### src/rtl/mix_columns_sequencer.sv
// Column-serial AES MixColumns engine: one shared 32-bit column mixer walks the four
// columns of a buffered 128-bit state, forward or inverse per transaction.
module mix_columns_sequencer (
  input  logic         clock,
  input  logic         reset_n,
  input  logic         in_valid,
  output logic         in_ready,
  input  logic [127:0] in_state,
  input  logic         in_inverse,
  output logic         out_valid,
  input  logic         out_ready,
  output logic [127:0] out_state,
  input  logic         flush,
  output logic         busy
);

  typedef enum logic [1:0] {StIdle, StMix, StDone} state_e;

  state_e       state_q, state_d;
  logic [1:0]   col_q, col_d;
  logic         mode_q, mode_d;
  logic [127:0] buf_q, buf_d;

  logic [31:0]  col_in, col_out;

  function automatic logic [7:0] xtime(input logic [7:0] v);
    return {v[6:0], 1'b0} ^ (v[7] ? 8'h1b : 8'h00);
  endfunction

  // Column select mux feeding the single mixer instance.
  always_comb begin
    col_in = buf_q[127:96];
    unique case (col_q)
      2'd0: col_in = buf_q[127:96];
      2'd1: col_in = buf_q[95:64];
      2'd2: col_in = buf_q[63:32];
      2'd3: col_in = buf_q[31:0];
      default: col_in = buf_q[127:96];
    endcase
  end

  // Shared column mixer; inverse coefficients built from x2/x4/x8 multiples.
  always_comb begin
    logic [7:0] a [4];
    logic [7:0] x2 [4];
    logic [7:0] x4 [4];
    logic [7:0] x8 [4];
    logic [7:0] m9 [4];
    logic [7:0] m11 [4];
    logic [7:0] m13 [4];
    logic [7:0] m14 [4];
    for (int i = 0; i < 4; i++) begin
      a[i]   = col_in[31-8*i -: 8];
      x2[i]  = xtime(a[i]);
      x4[i]  = xtime(x2[i]);
      x8[i]  = xtime(x4[i]);
      m9[i]  = x8[i] ^ a[i];
      m11[i] = x8[i] ^ x2[i] ^ a[i];
      m13[i] = x8[i] ^ x4[i] ^ a[i];
      m14[i] = x8[i] ^ x4[i] ^ x2[i];
    end
    if (mode_q) begin
      col_out = {m14[0] ^ m11[1] ^ m13[2] ^ m9[3],
                 m9[0]  ^ m14[1] ^ m11[2] ^ m13[3],
                 m13[0] ^ m9[1]  ^ m14[2] ^ m11[3],
                 m11[0] ^ m13[1] ^ m9[2]  ^ m14[3]};
    end else begin
      col_out = {x2[0] ^ x2[1] ^ a[1] ^ a[2] ^ a[3],
                 a[0] ^ x2[1] ^ x2[2] ^ a[2] ^ a[3],
                 a[0] ^ a[1] ^ x2[2] ^ x2[3] ^ a[3],
                 x2[0] ^ a[0] ^ a[1] ^ a[2] ^ x2[3]};
    end
  end

  always_comb begin
    state_d = state_q;
    col_d   = col_q;
    mode_d  = mode_q;
    buf_d   = buf_q;
    unique case (state_q)
      StIdle: begin
        if (in_valid) begin
          buf_d   = in_state;
          mode_d  = in_inverse;
          col_d   = 2'd0;
          state_d = StMix;
        end
      end
      StMix: begin
        unique case (col_q)
          2'd0: buf_d[127:96] = col_out;
          2'd1: buf_d[95:64]  = col_out;
          2'd2: buf_d[63:32]  = col_out;
          2'd3: buf_d[31:0]   = col_out;
          default: buf_d = buf_q;
        endcase
        col_d = col_q + 2'd1;
        if (col_q == 2'd3) state_d = StDone;
      end
      StDone: begin
        if (out_ready) state_d = StIdle;
      end
      default: state_d = StIdle;
    endcase
    // Flush aborts without touching the buffer or mode.
    if (flush) begin
      state_d = StIdle;
      col_d   = 2'd0;
      buf_d   = buf_q;
      mode_d  = mode_q;
    end
  end

  always_ff @(posedge clock) begin
    if (!reset_n) begin
      state_q <= StIdle;
      col_q   <= 2'd0;
      mode_q  <= 1'b0;
      buf_q   <= 128'h0;
    end else begin
      state_q <= state_d;
      col_q   <= col_d;
      mode_q  <= mode_d;
      buf_q   <= buf_d;
    end
  end

  assign in_ready  = (state_q == StIdle);
  assign out_valid = (state_q == StDone);
  assign busy      = (state_q != StIdle);
  assign out_state = buf_q;

endmodule
### config.mk
export PLATFORM = sky130hd
export DESIGN_NAME = mix_columns_sequencer
export DESIGN_NICKNAME = d
export VERILOG_FILES = /design/src/rtl/mix_columns_sequencer.sv
export SDC_FILE = /design/constraint.sdc
export NUM_CORES = 1
export LEC_CHECK = 0
export ABC_CLOCK_PERIOD_IN_PS = 3850
export BUFFER_PORTS_ARGS = -buffer_cell sky130_fd_sc_hd__buf_4
export CELL_PAD_IN_SITES_DETAIL_PLACEMENT = 0
export CELL_PAD_IN_SITES_GLOBAL_PLACEMENT = 2
export CORE_ASPECT_RATIO = 1.1
export CORE_MARGIN = 4
export CORE_UTILIZATION = 30
export DETAILED_ROUTE_END_ITERATION = 8
export GPL_TIMING_DRIVEN = 0
export MAX_ROUTING_LAYER = met4
export PLACE_DENSITY = 0.82
export SYNTH_ARGS = -nofsm -noshare
export SYNTH_HDL_FRONTEND = slang
export SYNTH_SLANG_ARGS = --single-unit
export TNS_END_PERCENT = 5
### constraint.sdc
create_clock -name clock -period 3.85 [get_ports clock]
set_input_delay 0.385 -clock clock [delete_from_list [all_inputs] [get_ports clock]]
set_output_delay 0.385 -clock clock [all_outputs]
set_load 0.02 [all_outputs]
# == Word-level counts from Yosys, hierarchy flattened ==
# Index checks and enable logic that the tools add are counted.
# classes
reduce_logical,12
bitwise_logic,66
add_sub_neg,1
n_mux,26
n_eq_ne,11
# ops
op,count
8-bit XOR,52
128-bit one-hot mux with 2 select lines,1
32-bit 2-to-1 mux,5
128-bit 2-to-1 mux,1
32-bit one-hot mux with 4 select lines,1
8-bit by 5-bit XOR with 8-bit output,12
5-bit 2-to-1 mux,12
4-bit AND reduction,4
2-bit 2-to-1 mux,4
2-bit by 1-bit inequality test with 1-bit output (second input constant),4
2-bit == test (second input constant),3
2-bit one-hot mux with 3 select lines,1
3-bit AND reduction,2
2-bit by 1-bit == test with 1-bit output (second input constant),2
2-bit zero test,2
2-bit inequality test (second input constant),2
2-bit one-hot mux with 2 select lines,1
2-bit nonzero test,2
2-bit by 1-bit adder with 2-bit output (second input constant),1
1-bit inverter,2
2-bit AND reduction,1
2-bit OR reduction,1
# word_totals
word_cells,123
input_bits,134
reg_bits,133

# == Depth between registers and ports, before layout ==
# Gate-level depths: netlist (run 1).
# depth
word_depth,16
ltp_mapped,15
ltp_nobuf,11

# == Worst setup path after synthesis (run 1) ==
# No wires, ideal clock.
# synth_timing
path_type,reg-to-reg
startpoint,reg col_q[0]
endpoint,"reg buf_q[76], in the netlist out_state[76]"
synth_period_minus_slack_ns,3.502
stages_incl_launch_ff,14
required_ns,3.718
path_buffers,3
path_slack_ns,0.348
arrival_time_ns,3.370
setup_time_ns,0.132
path_cell_list,dfxtp_1 -> ha_1 -> buf_6 -> buf_2 -> a222oi_1 -> clkbuf_1 -> xor2_1 -> a21oi_1 -> xnor2_2 -> xor3_1 -> xnor2_1 -> or3_1 -> a21oi_1 -> a21oi_1
# synth_between
elab_chain_cells,14
word_cells_on_any_way,47
cone_classes,eq/ne: 4; mux: 15; bitwise: 26; reduce/logical: 2
# synth_rtl
element,line_no,text
from (decl),20,"logic [1:0] col_q, col_d;"
from (signal assigned),122,col_q <= col_d;
2-bit == test (tied with other cells),33,unique case (col_q)
32-bit one-hot mux with 4 select lines,33,
8-bit by 5-bit XOR with 8-bit output,27,"return {v[6:0], 1'b0} ^ (v[7] ? 8'h1b : 8'h00);"
5-bit 2-to-1 mux or 8-bit by 5-bit XOR with 8-bit output (tied branches),27,
8-bit by 5-bit XOR with 8-bit output or 5-bit 2-to-1 mux (tied branches),27,
8-bit by 5-bit XOR with 8-bit output,27,
8-bit XOR (2 in a row),59,m13[i] = x8[i] ^ x4[i] ^ a[i];
8-bit XOR (3 in a row),65,"m13[0] ^ m9[1] ^ m14[2] ^ m11[3],"
32-bit 2-to-1 mux,62,if (mode_q) begin
32-bit 2-to-1 mux,90,unique case (col_q)
128-bit one-hot mux with 2 select lines,80,unique case (state_q)
to (signal assigned),124,buf_q <= buf_d;
to (decl),22,"logic [127:0] buf_q, buf_d;"
# Parallel ways exist; a longest one is shown, timed or not. The select of a mux whose other input is x is not followed.
# A chain may end at the register's enable or synchronous reset.

# == Worst setup path after layout (run 1) ==
# layout_timing
startpoint,reg col_q[0]
endpoint,"reg buf_q[70], in the netlist out_state[70]"
# layout_between
elab_chain_cells,14
word_cells_on_any_way,40
cone_classes,eq/ne: 4; mux: 8; bitwise: 26; reduce/logical: 2
# layout_rtl
element,line_no,text
2-bit == test (tied with other cells),33,
32-bit one-hot mux with 4 select lines,33,
5-bit 2-to-1 mux,27,
8-bit by 5-bit XOR with 8-bit output (3 in a row),27,
8-bit XOR (on tied branches) (2 in a row),"58, 59",
8-bit XOR (3 in a row),66,m11[0] ^ m13[1] ^ m9[2] ^ m14[3]};
32-bit 2-to-1 mux,62,
32-bit 2-to-1 mux,90,
128-bit one-hot mux with 2 select lines,80,
# Parallel ways exist; a longest one is shown, timed or not. The select of a mux whose other input is x is not followed.

==> results of run 1 <==
## per-layer routing
metal / track usage (%) / vias to the layer above / share of wire, %
li1: - / 4924 / -
met1: 38.84 / 5512 / 40
met2: 50.81 / 635 / 48
met3: 4.086 / 129 / 7.7
met4: 10.86 / 0 / 4.4
met5: - / - / 0
## per-stage QoR
stage               setup TNS, ns  total power [mW]  instances  hold slack [ns]
floorplan                       0             3.551       1186           0.5175
global placement          -102.55             4.404       1869           0.4769
detailed placement        -100.46             4.403       1870           0.4809
CTS                       -0.5767             6.313       1960           0.2066
global route              -0.2709             6.746       1987           0.2219
finish                          0             6.508       1988           0.2047
## Yosys cell counts (4+ instances only)
cell type	count	area, um2
a21oi_1	67	335.3
a21oi_2	7	61.31
a222oi_1	32	320.3
a22oi_1	4	30.03
a31oi_1	100	625.6
a41o_1	4	40.04
buf_1	9	33.78
buf_2	9	45.04
clkbuf_1	76	285.3
dfxtp_1	133	2663
ha_1	4	50.05
inv_1	7	26.28
mux2i_1	9	90.09
nand2_1	154	578.1
nand4_1	5	31.28
nor2_1	50	187.7
nor2b_1	26	162.7
nor3_1	6	30.03
o211ai_1	14	105.1
o21ai_0	126	630.6
o21ai_1	8	40.04
o21ai_2	4	35.03
o22ai_1	16	100.1
xnor2_1	194	1699
xnor2_2	7	113.9
xnor3_1	14	315.3
xor2_1	73	639.4
## repair_timing
action / in CTS / in global routing
gates resized for setup: 80 / 58
pin swaps: 38 / 25
endpoints found under the setup margin: 128 / 114
setup buffers: 58 / 27
## cell families (layout without fill, tap and decap cells)
group	Yosys count	count (layout)	synth area share [%]
simple gates	249	249	11.00
xor+xnor	294	294	30.10
buf+inv	104	485	4.336
fa+ha+maj	4	4	0.5209
mux	11	11	1.237
other cells	0	1	0
flops	133	133	27.71
compound gates	391	391	25.09
## critical path, cell delays in order, from the launching register on
cell and delay [ns]:
dfxtp_2 0.38, inv_1 0.10, ha_1 0.27, clkinvlp_4 0.19, clkbuf_4 0.32, buf_4 0.28, buf_2 0.30, clkbuf_4 0.30
nor2_1 0.07, a21oi_1 0.23, xnor2_1 0.17, xnor2_1 0.15, xnor2_1 0.09, mux2i_2 0.30, nand2_1 0.29, a31oi_1 0.27
## layout by cell type, fill, tap and decap left out, drive strengths merged, types with 6 or more instances in the layout
master / instances
buf: 369
xnor2: 202
nand2: 154
o21ai: 139
dfxtp: 133
a31oi: 100
clkbuf: 96
xor2: 76
a21oi: 75
nor2: 50
a222oi: 32
nor2b: 26
o22ai: 16
o211ai: 14
xnor3: 14
mux2i: 10
inv: 7
nor3: 6
## area by class of cell
type	instances	area [um2]
plain buffers	96	451.7
fillers	3247	17440
flip-flops and latches	133	2665
inverters	8	33.78
well taps	420	525.5
repair buffers	349	2680
diodes	1	2.502
clock buffers	20	446.7
clock inverters	12	178.9
multi-input cells	949	7056
## flip-flops by register name, summed over array words and instances (netlist names)
signal,cells
out_state,128
mode_q,1
col_q,2
state_q,2
## worst min path at each step
stage / start / endpoint / slack (ns)
2_1_floorplan: col_q[1] / col_q[1] / 0.52
3_3_place_gp: out_state[68] / out_state[68] / 0.48
3_5_place_dp: out_state[68] / out_state[68] / 0.48
4_1_cts: in_state[105] / out_state[105] / 0.21
5_1_grt: in_state[79] / out_state[79] / 0.22
6_report: in_inverse / mode_q / 0.20
## power by group through the flow
stage	registers [mW]	logic, mW	clock network [mW]
after floorplan	1.70	1.85	0
after global placement	1.64	2.77	0
after detailed placement	1.64	2.77	0
after CTS	1.61	2.94	1.77
after global routing	1.62	3.29	1.83
final	1.61	3.12	1.78
==> impl_metrics.py, run 1 <==
metrics = {
    "place": {
        "place_ws_ns": -1.290,
        "place_area_um2": 12110,
        "place_congestion": 0.9774,
        "port_buffers": 263,
        "hpwl_um": 42260,
    },
    "global_route": {
        "antenna_found_initial": 0,
        "grt_max_degree": 17,
        "grt_pass1_vias": 11126,
        "grt_pass1_wl_um": 76390,
        "overflow": 0,
        "grt_use_total_pct": 30.85,
    },
    "hold_path": {
        "whs_path_depth": 3,
        "hold_class": "in2reg",
    },
    "floorplanning": {
        "start_util_pct": 30.52,
        "rows": 68,
        "dieArea_um2": 34960,
        "core_um2": 31480,
        "io_pins": 265,
        "die_x_um": 178.6,
        "die_y_um": 195.7,
    },
    "clock_network": {
        "cts-root-buf": "clkbuf_16",
        "numCtsBuffers": 17,
        "cts_max_path_buffers": 2,
        "h-tree-depth": 4,
        "clk_pin_slew_ns": 0.06,
        "clk-insertion-delay-late_ns": 0.45,
        "clkSinkCount": 133,
        "cts_tree": "built",
        "ctsHoldBuffers": 0,
    },
    "power": {
        "switching_share_pct": 38.55,
        "p_int_mw": 3.999,
        "pwr-share-seq_pct": 24.8,
        "power_leakage_nw": 5.732,
        "power_switching_mw": 2.508,
        "vdd.ir_drop.worst_mv": 0.3308,
        "combPwrFrac_pct": 47.9,
        "power_density_nw_per_um2": 463.5,
        "p_clk_share_pct": 27.3,
    },
    "yosys": {
        "syn_nets": 1324,
        "synth.yosys.seq_area_share_pct": 27.71,
        "yosysWarningCount": 0,
        "ys_seq_elements": 133,
        "synth_edf_count": 0,
        "synth.avg_cell_area_um2": 8.101,
        "synth_ff_type": "dfxtp_1",
        "syn-cell-area_um2": 9608,
        "ys_types": 47,
        "synthCells": 1186,
        "async_flop_share_pct": 0,
    },
    "job": {
        "maxCapViolCount": 0,
    },
    "timing": {
        "fin_worst_skew_ns": 0.01334,
        "hold_viol_final": 0,
        "fin_crit_sh_pct": 98.86,
        "rsz0062_at_grt": "true",
        "fin_crit_ns": 3.806,
        "setup-violations-final": 0,
        "fmax_ghz": 0.2627,
        "finalWorstSetupSlack_ns": 0.04393,
        "tightest_slew_ns": 0.9806,
        "slew_violations": 0,
        "relSlewSlack_pct": 34.63,
    },
    "finish": {
        "fin_nets": 1692,
        "final_layout_size_suffix_gt1_share_pct": 32.04,
        "fin_area_um2": 14040,
        "fin_util_pct": 44.60,
        "area_delta_synth_final_pct": 46.13,
    },
    "setup_path": {
        "end_kind": "register",
        "setup.worst_path.class": "reg2reg",
        "cp_max_fo": 10,
        "crit_start": "col_q[0]",
        "ff2ff_setup_slack_ns": 0.04,
        "worstReg2RegEnd": "out_state[70]",
        "rr_worst_depth": 15,
        "arrival_ns": 4.17,
        "required_ns": 4.22,
        "cp-endpoint": "out_state[70]",
        "r2r-start": "col_q[0]",
        "startpoint_type": "register",
    },
    "route": {
        "first_pass_iters": 6,
        "final_antenna_net_count": 0,
        "vias_per_cell": 5.634,
        "dr_total_vias": 11200,
        "avgRoutedWirePerCell_um": 27.14,
        "routed_wl_um": 53950,
        "drtIter0Drc": 1262,
        "drcViolationCount": 0,
    },
    "status": {
        "outcome": "complete, no violations",
    },
}
(Power assumes the default switching activity.)
==> run 2, diff against run 1 <==
--- a/config.mk
+++ b/config.mk
@@ -5,7 +5,7 @@
 export SDC_FILE = /design/constraint.sdc
 export NUM_CORES = 1
 export LEC_CHECK = 0
-export ABC_CLOCK_PERIOD_IN_PS = 3850
+export ABC_CLOCK_PERIOD_IN_PS = 4300
 export BUFFER_PORTS_ARGS = -buffer_cell sky130_fd_sc_hd__buf_4
 export CELL_PAD_IN_SITES_DETAIL_PLACEMENT = 0
 export CELL_PAD_IN_SITES_GLOBAL_PLACEMENT = 2
@@ -15,7 +15,7 @@
 export DETAILED_ROUTE_END_ITERATION = 8
 export GPL_TIMING_DRIVEN = 0
 export MAX_ROUTING_LAYER = met4
-export PLACE_DENSITY = 0.82
+export PLACE_DENSITY_LB_ADDON = 0.1
 export SYNTH_ARGS = -nofsm -noshare
 export SYNTH_HDL_FRONTEND = slang
 export SYNTH_SLANG_ARGS = --single-unit
==> constraint.sdc (replaced) <==
create_clock -name clock -period 4.3 [get_ports clock]
set_input_delay 0.43 -clock clock [delete_from_list [all_inputs] [get_ports clock]]
set_output_delay 0.43 -clock clock [all_outputs]
set_load 0.02 [all_outputs]
==> run 2 against run 1 <==
Against the previous run: fmax shrank 11%; non-clock buffer count shrank 48; clock power shrank 15%; critical path depth shrank 2; die area is the same; largest power group unchanged.
==> impl_metrics.py, run 2 (same netlist as run 1, synthesis figures left out) <==
metrics = {
    "global_route": {
        "gr-usage-met2_pct": 51.77,
        "grt_use_total_pct": 31.23,
        "met3_usage_pct": 5.280,
        "grt-busiest-layer": "met2",
        "overflow": 0,
        "grt_pass1_vias": 10739,
        "use_met1_pct": 38.62,
        "antenna_found_initial": 1,
        "grt_max_degree": 17,
        "grt_pass1_wl_um": 76410,
    },
    "floorplanning": {
        "io_pins": 265,
        "die_x_um": 178.6,
        "start_util_pct": 30.52,
        "dieArea_um2": 34960,
        "die_y_um": 195.7,
        "rows": 68,
        "core_um2": 31480,
    },
    "place": {
        "place_ws_ns": -0.8837,
        "port_buffers": 263,
        "placed_cells": 1869,
        "hpwl_um": 43250,
        "place_congestion": 0.9373,
    },
    "setup_path": {
        "ff2ff_setup_slack_ns": 0.03,
        "arrival_ns": 4.54,
        "cp_max_fo": 10,
        "startpoint_type": "register",
        "end_kind": "register",
        "required_ns": 4.57,
        "setup.worst_path.class": "reg2reg",
    },
    "clock_network": {
        "clk_pin_slew_ns": 0.06,
        "h-tree-depth": 4,
        "clk-insertion-delay-late_ns": 0.43,
        "cts_max_path_buffers": 2,
        "cts_tree": "built",
        "ctsHoldBuffers": 0,
        "numCtsBuffers": 17,
        "clkSinkCount": 133,
        "cts-root-buf": "clkbuf_16",
    },
    "finish": {
        "seqCellArea_um2": 2663,
        "fin_nets": 1644,
        "area_delta_synth_final_pct": 38.40,
        "fin_cells": 1941,
        "largest_register_ffs": 128,
        "layout_commonest_cell": "buf_4",
        "multiInputGateArea_um2": 6809,
        "final_layout_size_suffix_gt1_share_pct": 27.45,
        "mostFrequentLayoutCells": "buf_4, xnor2_1, nand2_1, dfxtp_1, o21ai_0",
        "fill_cells": 3337,
        "fin_util_pct": 42.24,
    },
    "timing": {
        "fin_crit_ns": 4.269,
        "hold_viol_final": 0,
        "setup_tns_ns": 0,
        "fin_crit_sh_pct": 99.29,
        "relSlewSlack_pct": 30.25,
        "tightest_slew_ns": 1.046,
        "slew_violations": 0,
        "holdWs_ns": 0.2473,
        "fmax_ghz": 0.2342,
        "setup-violations-final": 0,
        "rsz0062_at_grt": "true",
        "finalWorstSetupSlack_ns": 0.03071,
        "fin_worst_skew_ns": 0.009028,
    },
    "route": {
        "drcViolationCount": 0,
        "dr_total_vias": 10552,
        "avgRoutedWirePerCell_um": 27.79,
        "routed_wl_um": 53950,
        "vias_per_cell": 5.436,
        "final_antenna_net_count": 0,
        "first_pass_iters": 8,
        "drtIter0Drc": 814,
    },
    "power": {
        "power_leakage_nw": 5.444,
        "power_density_nw_per_um2": 421.8,
        "vdd.ir_drop.worst_mv": 0.2487,
    },
    "job": {
        "maxCapViolCount": 0,
    },
    "hold_path": {
        "hold_class": "in2reg",
    },
    "status": {
        "outcome": "complete, no violations",
    },
}
## run 2: changes by cell type in the layout (fill, tap and decap cells not counted), moves of 4 or more
cell      before  now
buf_4        350  303
a21oi_1       34   52
a21oi_2       25   16
a21oi_4       16    7
buf_12         5    0
clkbuf_2       2    7
xnor2_2       12   17
xor2_1        65   70
buf_2          3    7
## run 2: worst max-delay path, stage by stage (launching register included)
cell      delay, ns
dfxtp_1        0.40
inv_1          0.09
ha_1           0.31
clkbuf_4       0.28
a222oi_1       0.54
buf_2          0.34
xor2_1         0.27
a21oi_4        0.17
xnor2_2        0.29
xor3_1         0.38
xnor2_1        0.35
o21ai_0        0.22
a21oi_4        0.33
a21oi_1        0.11
## run 2: repair_timing
action                                  in CTS  in global routing
setup buffers                               31                  7
pin swaps                                   22                 11
endpoints found under the setup margin     128                113
gates resized for setup                     34                 35
## run 2: report_power, final
group          internal, mW  total (mW)  leakage (nW)  switching, mW
combinational          1.18        2.66          4.06           1.48
sequential             1.32        1.44          1.09          0.113
clock                 0.940        1.51         0.291          0.575
total                  3.44        5.61          5.44           2.17
## run 2: layout make-up
type | count | share of cell area, %
multi-input combinational | 949 | 51.20
timing repair buffer | 301 | 16.99
inverter | 8 | 0.2258
sequential | 133 | 20.02
tap | 420 | 3.952
buffer | 96 | 3.096
clock buffer | 23 | 3.519
antenna | 2 | 0.03764
clock inverter | 9 | 0.9503
## run 2: per-layer routing
layer / routed length (um) / share of wire (%) / up-vias
li1: - / - / 4834
met3: 3151 / 5.8 / 81
met1: 22370 / 41 / 5217
met2: 26590 / 49 / 420
met4: 1837 / 3.4 / 0
met5: 0 / 0 / -
## run 2: metrics by stage
step                total power, mW  instance area, um2
global route                  5.831               13300
CTS                           5.543               13090
detailed placement            3.967               12110
floorplan                     3.180                9608
finish                        5.609               13300
global placement              3.969               12110
## run 2: final timing paths
| kind | depth (start not counted) | to | from |
|---|---|---|---|
| worst max-delay path | 13 | out_state[76] | col_q[0] |
| worst min-delay path | 3 | mode_q | in_inverse |
| worst max register to register | 13 | out_state[76] | col_q[0] |
| worst min register to register | 2 | out_state[4] | out_state[4] |
